**config.mk**
```make
export PLATFORM = sky130hd
export DESIGN_NAME = seg_scan
export DESIGN_NICKNAME = d
export VERILOG_FILES = /design/src/rtl/watch_pkg.sv /design/src/rtl/bcd_to_seg.sv /design/src/rtl/seg_scan.sv
export SDC_FILE = /design/constraint.sdc
export NUM_CORES = 1
export LEC_CHECK = 0
export BUFFER_PORTS_ARGS = -buffer_cell sky130_fd_sc_hd__buf_4
export CORE_UTILIZATION = 50
export DETAILED_ROUTE_END_ITERATION = 7
export HOLD_SLACK_MARGIN = 0.02
export PLACE_DENSITY = 0.8
export SYNTH_ARGS = -nofsm -noshare
export SYNTH_HDL_FRONTEND = slang
export SYNTH_SLANG_ARGS = --single-unit
```
**constraint.sdc**
```tcl
create_clock -name clk -period 2.52 [get_ports clk]
set_input_delay 0.252 -clock clk [delete_from_list [all_inputs] [get_ports clk]]
set_output_delay 0.252 -clock clk [all_outputs]
set_load 0.1 [all_outputs]
```
**src/rtl/watch_pkg.sv**
```systemverilog
// Shared display constants for the watch: active-low seven-segment glyphs
// ({g,f,e,d,c,b,a}), scan state encoding and digit count.
package watch_pkg;

  localparam int NUM_DIGITS = 4;

  localparam logic [6:0] SEG_0    = 7'h40;
  localparam logic [6:0] SEG_1    = 7'h79;
  localparam logic [6:0] SEG_2    = 7'h24;
  localparam logic [6:0] SEG_3    = 7'h30;
  localparam logic [6:0] SEG_4    = 7'h19;
  localparam logic [6:0] SEG_5    = 7'h12;
  localparam logic [6:0] SEG_6    = 7'h02;
  localparam logic [6:0] SEG_7    = 7'h78;
  localparam logic [6:0] SEG_8    = 7'h00;
  localparam logic [6:0] SEG_9    = 7'h10;
  localparam logic [6:0] SEG_DASH = 7'h3F;
  localparam logic [6:0] SEG_OFF  = 7'h7F;

  typedef enum logic [1:0] {OFF, BLANK, SHOW} scan_state_e;

endpackage

```
**src/rtl/bcd_to_seg.sv**
```systemverilog
// BCD nibble to active-low seven-segment glyph; non-decimal codes show a dash.
module bcd_to_seg
  import watch_pkg::*;
(
  input  logic [3:0] nibble,
  output logic [6:0] glyph
);

  always_comb begin
    glyph = SEG_DASH;
    case (nibble)
      4'd0: glyph = SEG_0;
      4'd1: glyph = SEG_1;
      4'd2: glyph = SEG_2;
      4'd3: glyph = SEG_3;
      4'd4: glyph = SEG_4;
      4'd5: glyph = SEG_5;
      4'd6: glyph = SEG_6;
      4'd7: glyph = SEG_7;
      4'd8: glyph = SEG_8;
      4'd9: glyph = SEG_9;
      default: glyph = SEG_DASH;
    endcase
  end

endmodule

```
**src/rtl/seg_scan.sv**
```systemverilog
// Four-digit multiplexed seven-segment driver. Each scan_clk level change
// advances one digit, preceded by an all-anodes-off blanking gap.
module seg_scan
  import watch_pkg::*;
#(
  parameter int BLANK_CYCLES = 4
) (
  input  logic        clk,
  input  logic        rst_n,
  input  logic        scan_clk,
  input  logic [15:0] digits,
  input  logic [3:0]  dp_mask,
  input  logic        lz_en,
  output logic [3:0]  an,
  output logic [6:0]  seg,
  output logic        dp,
  output logic        overrun
);

  localparam logic [7:0] CNT_LAST = 8'(BLANK_CYCLES - 1);
  localparam logic [1:0] IDX_LAST = 2'(NUM_DIGITS - 1);

  scan_state_e state_q, state_d;
  logic        scan_q;
  logic [1:0]  idx_q, idx_d;
  logic [7:0]  cnt_q, cnt_d;
  logic [15:0] snap_dig_q, snap_dig_d;
  logic [3:0]  snap_dp_q, snap_dp_d;
  logic        snap_lz_q, snap_lz_d;
  logic [3:0]  an_q, an_d;
  logic [6:0]  seg_q, seg_d;
  logic        dp_q, dp_d;
  logic        overrun_q, overrun_d;

  logic        tick;
  logic [3:0]  cur_nib;
  logic [6:0]  cur_glyph;
  logic        lz_blank;

  assign tick    = scan_clk ^ scan_q;
  assign cur_nib = 4'(snap_dig_q >> {idx_q, 2'b00});

  // A digit is a suppressed leading zero when it and every digit above it is 0.
  assign lz_blank = snap_lz_q &&
                    ((idx_q == 2'd3 && snap_dig_q[15:12] == 4'd0) ||
                     (idx_q == 2'd2 && snap_dig_q[15:8]  == 8'd0));

  bcd_to_seg u_dec (.nibble(cur_nib), .glyph(cur_glyph));

  always_comb begin
    state_d    = state_q;
    idx_d      = idx_q;
    cnt_d      = cnt_q;
    snap_dig_d = snap_dig_q;
    snap_dp_d  = snap_dp_q;
    snap_lz_d  = snap_lz_q;
    an_d       = an_q;
    seg_d      = seg_q;
    dp_d       = dp_q;
    overrun_d  = overrun_q;
    case (state_q)
      OFF: begin
        if (tick) begin
          state_d    = BLANK;
          idx_d      = 2'd0;
          cnt_d      = 8'd0;
          snap_dig_d = digits;
          snap_dp_d  = dp_mask;
          snap_lz_d  = lz_en;
        end
      end
      BLANK: begin
        if (tick) overrun_d = 1'b1;
        if (cnt_q == CNT_LAST) begin
          state_d = SHOW;
          an_d    = ~(4'b0001 << idx_q);
          seg_d   = lz_blank ? SEG_OFF : cur_glyph;
          dp_d    = ~snap_dp_q[idx_q];
        end else begin
          cnt_d = cnt_q + 8'd1;
        end
      end
      SHOW: begin
        if (tick) begin
          state_d = BLANK;
          cnt_d   = 8'd0;
          idx_d   = idx_q + 2'd1;
          an_d    = 4'hF;
          seg_d   = SEG_OFF;
          dp_d    = 1'b1;
          if (idx_q == IDX_LAST) begin
            snap_dig_d = digits;
            snap_dp_d  = dp_mask;
            snap_lz_d  = lz_en;
          end
        end
      end
      default: state_d = OFF;
    endcase
  end

  always_ff @(posedge clk) begin
    scan_q <= scan_clk;
    if (!rst_n) begin
      state_q    <= OFF;
      idx_q      <= 2'd0;
      cnt_q      <= 8'd0;
      snap_dig_q <= 16'd0;
      snap_dp_q  <= 4'd0;
      snap_lz_q  <= 1'b0;
      an_q       <= 4'hF;
      seg_q      <= SEG_OFF;
      dp_q       <= 1'b1;
      overrun_q  <= 1'b0;
    end else begin
      state_q    <= state_d;
      idx_q      <= idx_d;
      cnt_q      <= cnt_d;
      snap_dig_q <= snap_dig_d;
      snap_dp_q  <= snap_dp_d;
      snap_lz_q  <= snap_lz_d;
      an_q       <= an_d;
      seg_q      <= seg_d;
      dp_q       <= dp_d;
      overrun_q  <= overrun_d;
    end
  end

  assign an      = an_q;
  assign seg     = seg_q;
  assign dp      = dp_q;
  assign overrun = overrun_q;

endmodule

```
# Word-level counts from Yosys, hierarchy flattened
# Memories as Yosys holds them, arrays and structs flattened.
# Cells that the tools add are included.
# totals
n_memories,1
reg_bits,47
output_inout_bits,13
romBits,112
input_bits,24
word_cells,81
# mem_list
memory,depth,width,rd,rd_ports_with_merged_regs,wr,line,rtl
(name not given),16,7,1,0,0,bcd_to_seg.sv:11,case (nibble)
# classes
shift,2
add_sub_neg,2
n_reduce_logical,17
eq_ne,11
order_cmp,1
bitwise_logic,3
muxes,33
# ops
op,count
two-way mux 16 bit,3
one-hot mux 16 bit (2 select lines),1
two-way mux 7 bit,3
two-way mux 4 bit,5
two-way mux 8 bit,2
one-hot mux 4 bit (2 select lines),2
one-hot mux 8 bit (2 select lines),1
>> shifter 16 x 4 -> 4 bit,1
one-hot mux 7 bit (2 select lines),1
inequality test 2 bit (second input constant),5
AND reduction 3 bit,3
adder 8 x 1 -> 8 bit (second input constant),1
== test 8 x 2 -> 1 bit (second input constant),1
zero test 8 bit,1
two-way mux 2 bit,4
one-hot mux 2 bit (2 select lines),2
== test 2 bit (second input constant),3
two-way mux 1 bit,6
nonzero test 2 bit,3
zero test 4 bit,1
NOT 4 bit,1
one-hot mux 1 bit (2 select lines),2
AND reduction 2 bit,2
AND reduction 4 bit,1
12 further kinds,14

# Depth between registers and ports, before layout
# logic_depth
depth_word,7
ltp_mapped,8
ltp_nobuf,7

# By module
# Synthesis repeated with hierarchy kept, for this count alone.
# unflattened
hier_cells,229
hier_area_um2,2279.7
# modules_own_cells
module,cells_per_inst,instances,seq_area_each_um2,area_per_inst_um2
seg_scan,198,1,940.9,2055.7
bcd_to_seg,31,1,0.0,224.0

# Least setup slack after synthesis
# OpenSTA, ideal clock, no wires.
# synth_path
path_kind,reg2reg
start,register cnt_q[0]
end,register seg_q[6] (netlist: seg[6])
path_buffers,1
path_slack_ns,0.516
setup_ns,0.149
path_stages_with_launch,8
arrival_time_ns,1.855
required_ns,2.371
period_less_slack_ns,2.004
path_cell_list,dfxtp_1 > ha_1 > or4b_4 > nor4_2 > a22o_4 > buf_6 > mux2i_1 > o311ai_0
# synth_between
elab_chain_cells,3
# synth_lines
item,line,rtl
start: declaration,seg_scan.sv:26,"logic [7:0] cnt_q, cnt_d;"
start signal: assignment,seg_scan.sv:118,cnt_q <= cnt_d;
== test 8 x 2 -> 1 bit,seg_scan.sv:74,if (cnt_q == CNT_LAST) begin
inequality test 2 bit (no source line),--,
AND reduction 3 bit (no source line),--,
end signal: assignment,seg_scan.sv:123,seg_q <= seg_d;
end: declaration,seg_scan.sv:31,"logic [6:0] seg_q, seg_d;"
# Every way passes these cells.
# A chain may end at the register's enable or synchronous reset.

# Worst setup path after layout
# layout_path
start,register cnt_q[0]
end,register seg_q[0] (netlist: seg[0])
# Same word-level chain as after synthesis.

==> results.py <==
metrics = {
    "die": {
        "initial_core_util_pct": 53.85,
        "die_height_um": 68.57,
        "die_w_um": 68.57,
        "design.core.area_um2": 4115,
        "io_pins": 37,
        "rows": 23,
        "dieArea_um2": 4702,
    },
    "sta": {
        "setup_tns_ns": 0,
        "hold_viol": 0,
        "rsz0062_at_grt": "false",
        "slew_headroom_pct": 74.59,
        "fmax_mhz": 445.5,
        "fin_skew_ns": 0.01057,
        "slew_violations": 0,
        "finalCritPeriodShare_pct": 89.08,
        "tightest_slew_ns": 0.3779,
        "setup_viol": 0,
        "post-route-min-period_ns": 2.245,
    },
    "global_route": {
        "grt_util_all_layers_pct": 21.64,
        "grt_max_degree": 23,
        "grt_first_pass_wirelength_mm": 7.472,
        "grt_overflow_total": 0,
        "antenna_found_initial": 0,
        "grt_pass1_vias": 1595,
    },
    "drt": {
        "vias_per_cell": 5.596,
        "vias": 1746,
        "routed_wl_mm": 4.341,
        "detail-route-antenna-nets": 0,
        "wl_met2_mm": 1.999,
        "routed-wl-met3_um": 243,
        "wl_per_cell_um": 13.91,
        "drc": 0,
        "highest_layer": "met4",
        "first_iter_violations": 90,
        "firstDrtPassIters": 4,
        "wl_met1_mm": 2.031,
    },
    "hold_path": {
        "min_from": "scan_clk",
        "hp-class": "in -> reg",
    },
    "worst_setup_path": {
        "cp_slowest_cell": "or4b_4",
        "critical-path-max-stage-delay_ns": 0.50,
        "worstSetupPathType": "reg -> reg",
        "start_kind": "flop",
        "path_buf_inv": 0,
        "rr_startpoint": "cnt_q[0]",
        "path_cells": "ha_1 -> or4b_4 -> nor4_2 -> a22o_4 -> nand2_1 -> o32a_1",
        "critPathLaunch": "cnt_q[0]",
        "cp_max_fo": 21,
        "crit_family": "simple AND/OR/NAND/NOR gates",
        "worstSetupEndpointType": "flop",
        "cp.arrival_ns": 2.44,
        "required_ns": 2.72,
    },
    "power": {
        "internal_power_mw": 1.138,
        "vdd_drop_max_uv": 332.2,
        "pwr-share-seq_pct": 52.4,
        "p_sw_share_pct": 25.67,
        "p_leak_nw": 1.104,
        "clkPwrFrac_pct": 32.0,
        "power.switching_uw": 393.2,
        "powerDensity_nw_per_um2": 584.9,
        "p_comb_share_pct": 15.6,
    },
    "layout": {
        "final_common_cell": "dfxtp_1",
        "design_area_um2": 2619,
        "most-common-layout-cells": "dfxtp_1, buf_4, nor2_1, mux2i_1",
        "drive_gt1_share_pct": 22.90,
        "nets": 296,
        "syn2layout_area_growth_pct": 18.18,
        "diodes": 0,
    },
    "logic_synthesis": {
        "synth_area_leaders": "dfxtp_1, mux2i_1, nor2_1",
        "ys_ff_latch": 47,
        "synthDistinctLibCells": 39,
        "ys_seq_area_share_pct": 42.46,
        "synth.top_cell.area_share_pct": 42.46,
        "synthCells": 225,
        "synth_top_area_cell": "dfxtp_1",
        "synth_fp_nets": 260,
        "syn_avg_cell_area_um2": 9.848,
        "netlist_area_um2": 2216,
        "yosysWarnings": 0,
    },
    "cts": {
        "clk_latency_ns": 0.30,
        "cts_tree": "yes",
        "clock-sinks": 47,
        "htree_levels": 2,
        "cts_inserted_buffers": 5,
        "post_cts_buffers": 0,
        "hold_buffers": 0,
        "root_buffer": "clkbuf_8",
        "clkSlewWorstSetupHoldPaths_ns": 0.09,
        "clockBufferDepth": 2,
        "cts_resized": 0,
    },
    "run_status": {
        "outcome": "completed",
    },
    "placed_design": {
        "placed_cell_area_um2": 2519,
        "dp_hpwl_mm": 3.093,
        "gp_congestion": 0.7780,
        "port_buffers": 36,
    },
    "job": {
        "cap_viol_max_count": 0,
    },
}
[layout make-up]
class	count	area, um2
Tap cell	50	62.56
Timing Repair Buffer	41	307.8
Multi-Input combinational cell	158	1176
Inverter	8	31.28
Clock buffer	8	100.1
Sequential cell	47	940.9
Fill cell	368	1496
[per-stage QoR]
| step | worst slack [ns] | hold WS (ns) | power (mW) | instances | utilization, % |
|---|---|---|---|---|---|
| finish | 0.2751 | 0.07373 | 1.532 | 312 | 63.64 |
| global route | 0.1236 | 0.06220 | 1.608 | 312 | 63.64 |
| CTS | 0.2715 | 0.06216 | 1.542 | 312 | 63.64 |
| detailed placement | 0.2736 | 0.3747 | 1.057 | 304 | 61.20 |
| global placement | 0.3701 | 0.3726 | 1.051 | 304 | 61.20 |
| floorplan | 0.5156 | 0.2797 | 0.9829 | 225 | - |
[final timing paths]
kind	cells past startpoint	endpoint	slack [ns]
max	6	seg[0]	0.28
min	1	scan_q	0.07
max reg2reg	6	seg[0]	0.28
min reg2reg	2	overrun	0.47
[state kept, by name (all words and copies together), names as in the netlist]
signal and count:
snap_lz_q 1, scan_q 1, snap_dp_q 4, idx_q 2, cnt_q 8, dp 1, an 4, state_q 2
snap_dig_q 16, seg 7, overrun 1
[power groups by stage]
| stage | sequential, mW | clock, mW | combinational [mW] |
|---|---|---|---|
| CTS | 0.802 | 0.500 | 0.240 |
| detailed placement | 0.819 | 0 | 0.238 |
| floorplan | 0.824 | 0 | 0.159 |
| global placement | 0.817 | 0 | 0.234 |
| finish | 0.802 | 0.490 | 0.239 |
| global route | 0.807 | 0.538 | 0.263 |
[cell usage after synthesis]
library cell / number
o21ai_0: 7
a21o_1: 1
nor2b_1: 3
inv_1: 6
buf_6: 3
ha_1: 11
nand3_1: 2
mux2i_1: 23
nand3b_1: 1
buf_2: 3
a311oi_1: 1
and3_2: 1
nor3_1: 2
xor2_1: 6
a21oi_1: 12
o21ai_1: 1
nor4_2: 1
a32o_1: 1
o41a_4: 1
nor2_1: 39
nand4_1: 1
nand2_1: 10
o311ai_1: 1
clkinv_2: 1
a22o_4: 1
clkinv_1: 1
nor4_1: 2
or4b_4: 1
o211ai_1: 1
nand2b_1: 5
clkbuf_1: 6
and3_1: 7
o2111ai_1: 3
mux4_2: 5
o311ai_0: 1
a22oi_1: 1
a21boi_0: 1
dfxtp_1: 47
o32a_1: 5
[cell families after synthesis]
logic type | after synthesis | synth area share (%)
AO/OA/AOI/OAI | 38 | 12.71
XOR/XNOR | 6 | 2.372
adder cells (fa/ha/maj) | 11 | 6.211
buffers and inverters | 20 | 4.629
flip-flops | 47 | 42.46
multiplexers | 28 | 15.47
AND/OR/NAND/NOR | 75 | 16.15
[per-layer routing]
| layer | GRT usage, % | vias up |
|---|---|---|
| li1 | - | 866 |
| met1 | 29.09 | 822 |
| met2 | 33.09 | 51 |
| met3 | 5.921 | 7 |
| met4 | 7.813 | 0 |
| met5 | 0 | - |
Power figures use the tool's default switching activity.
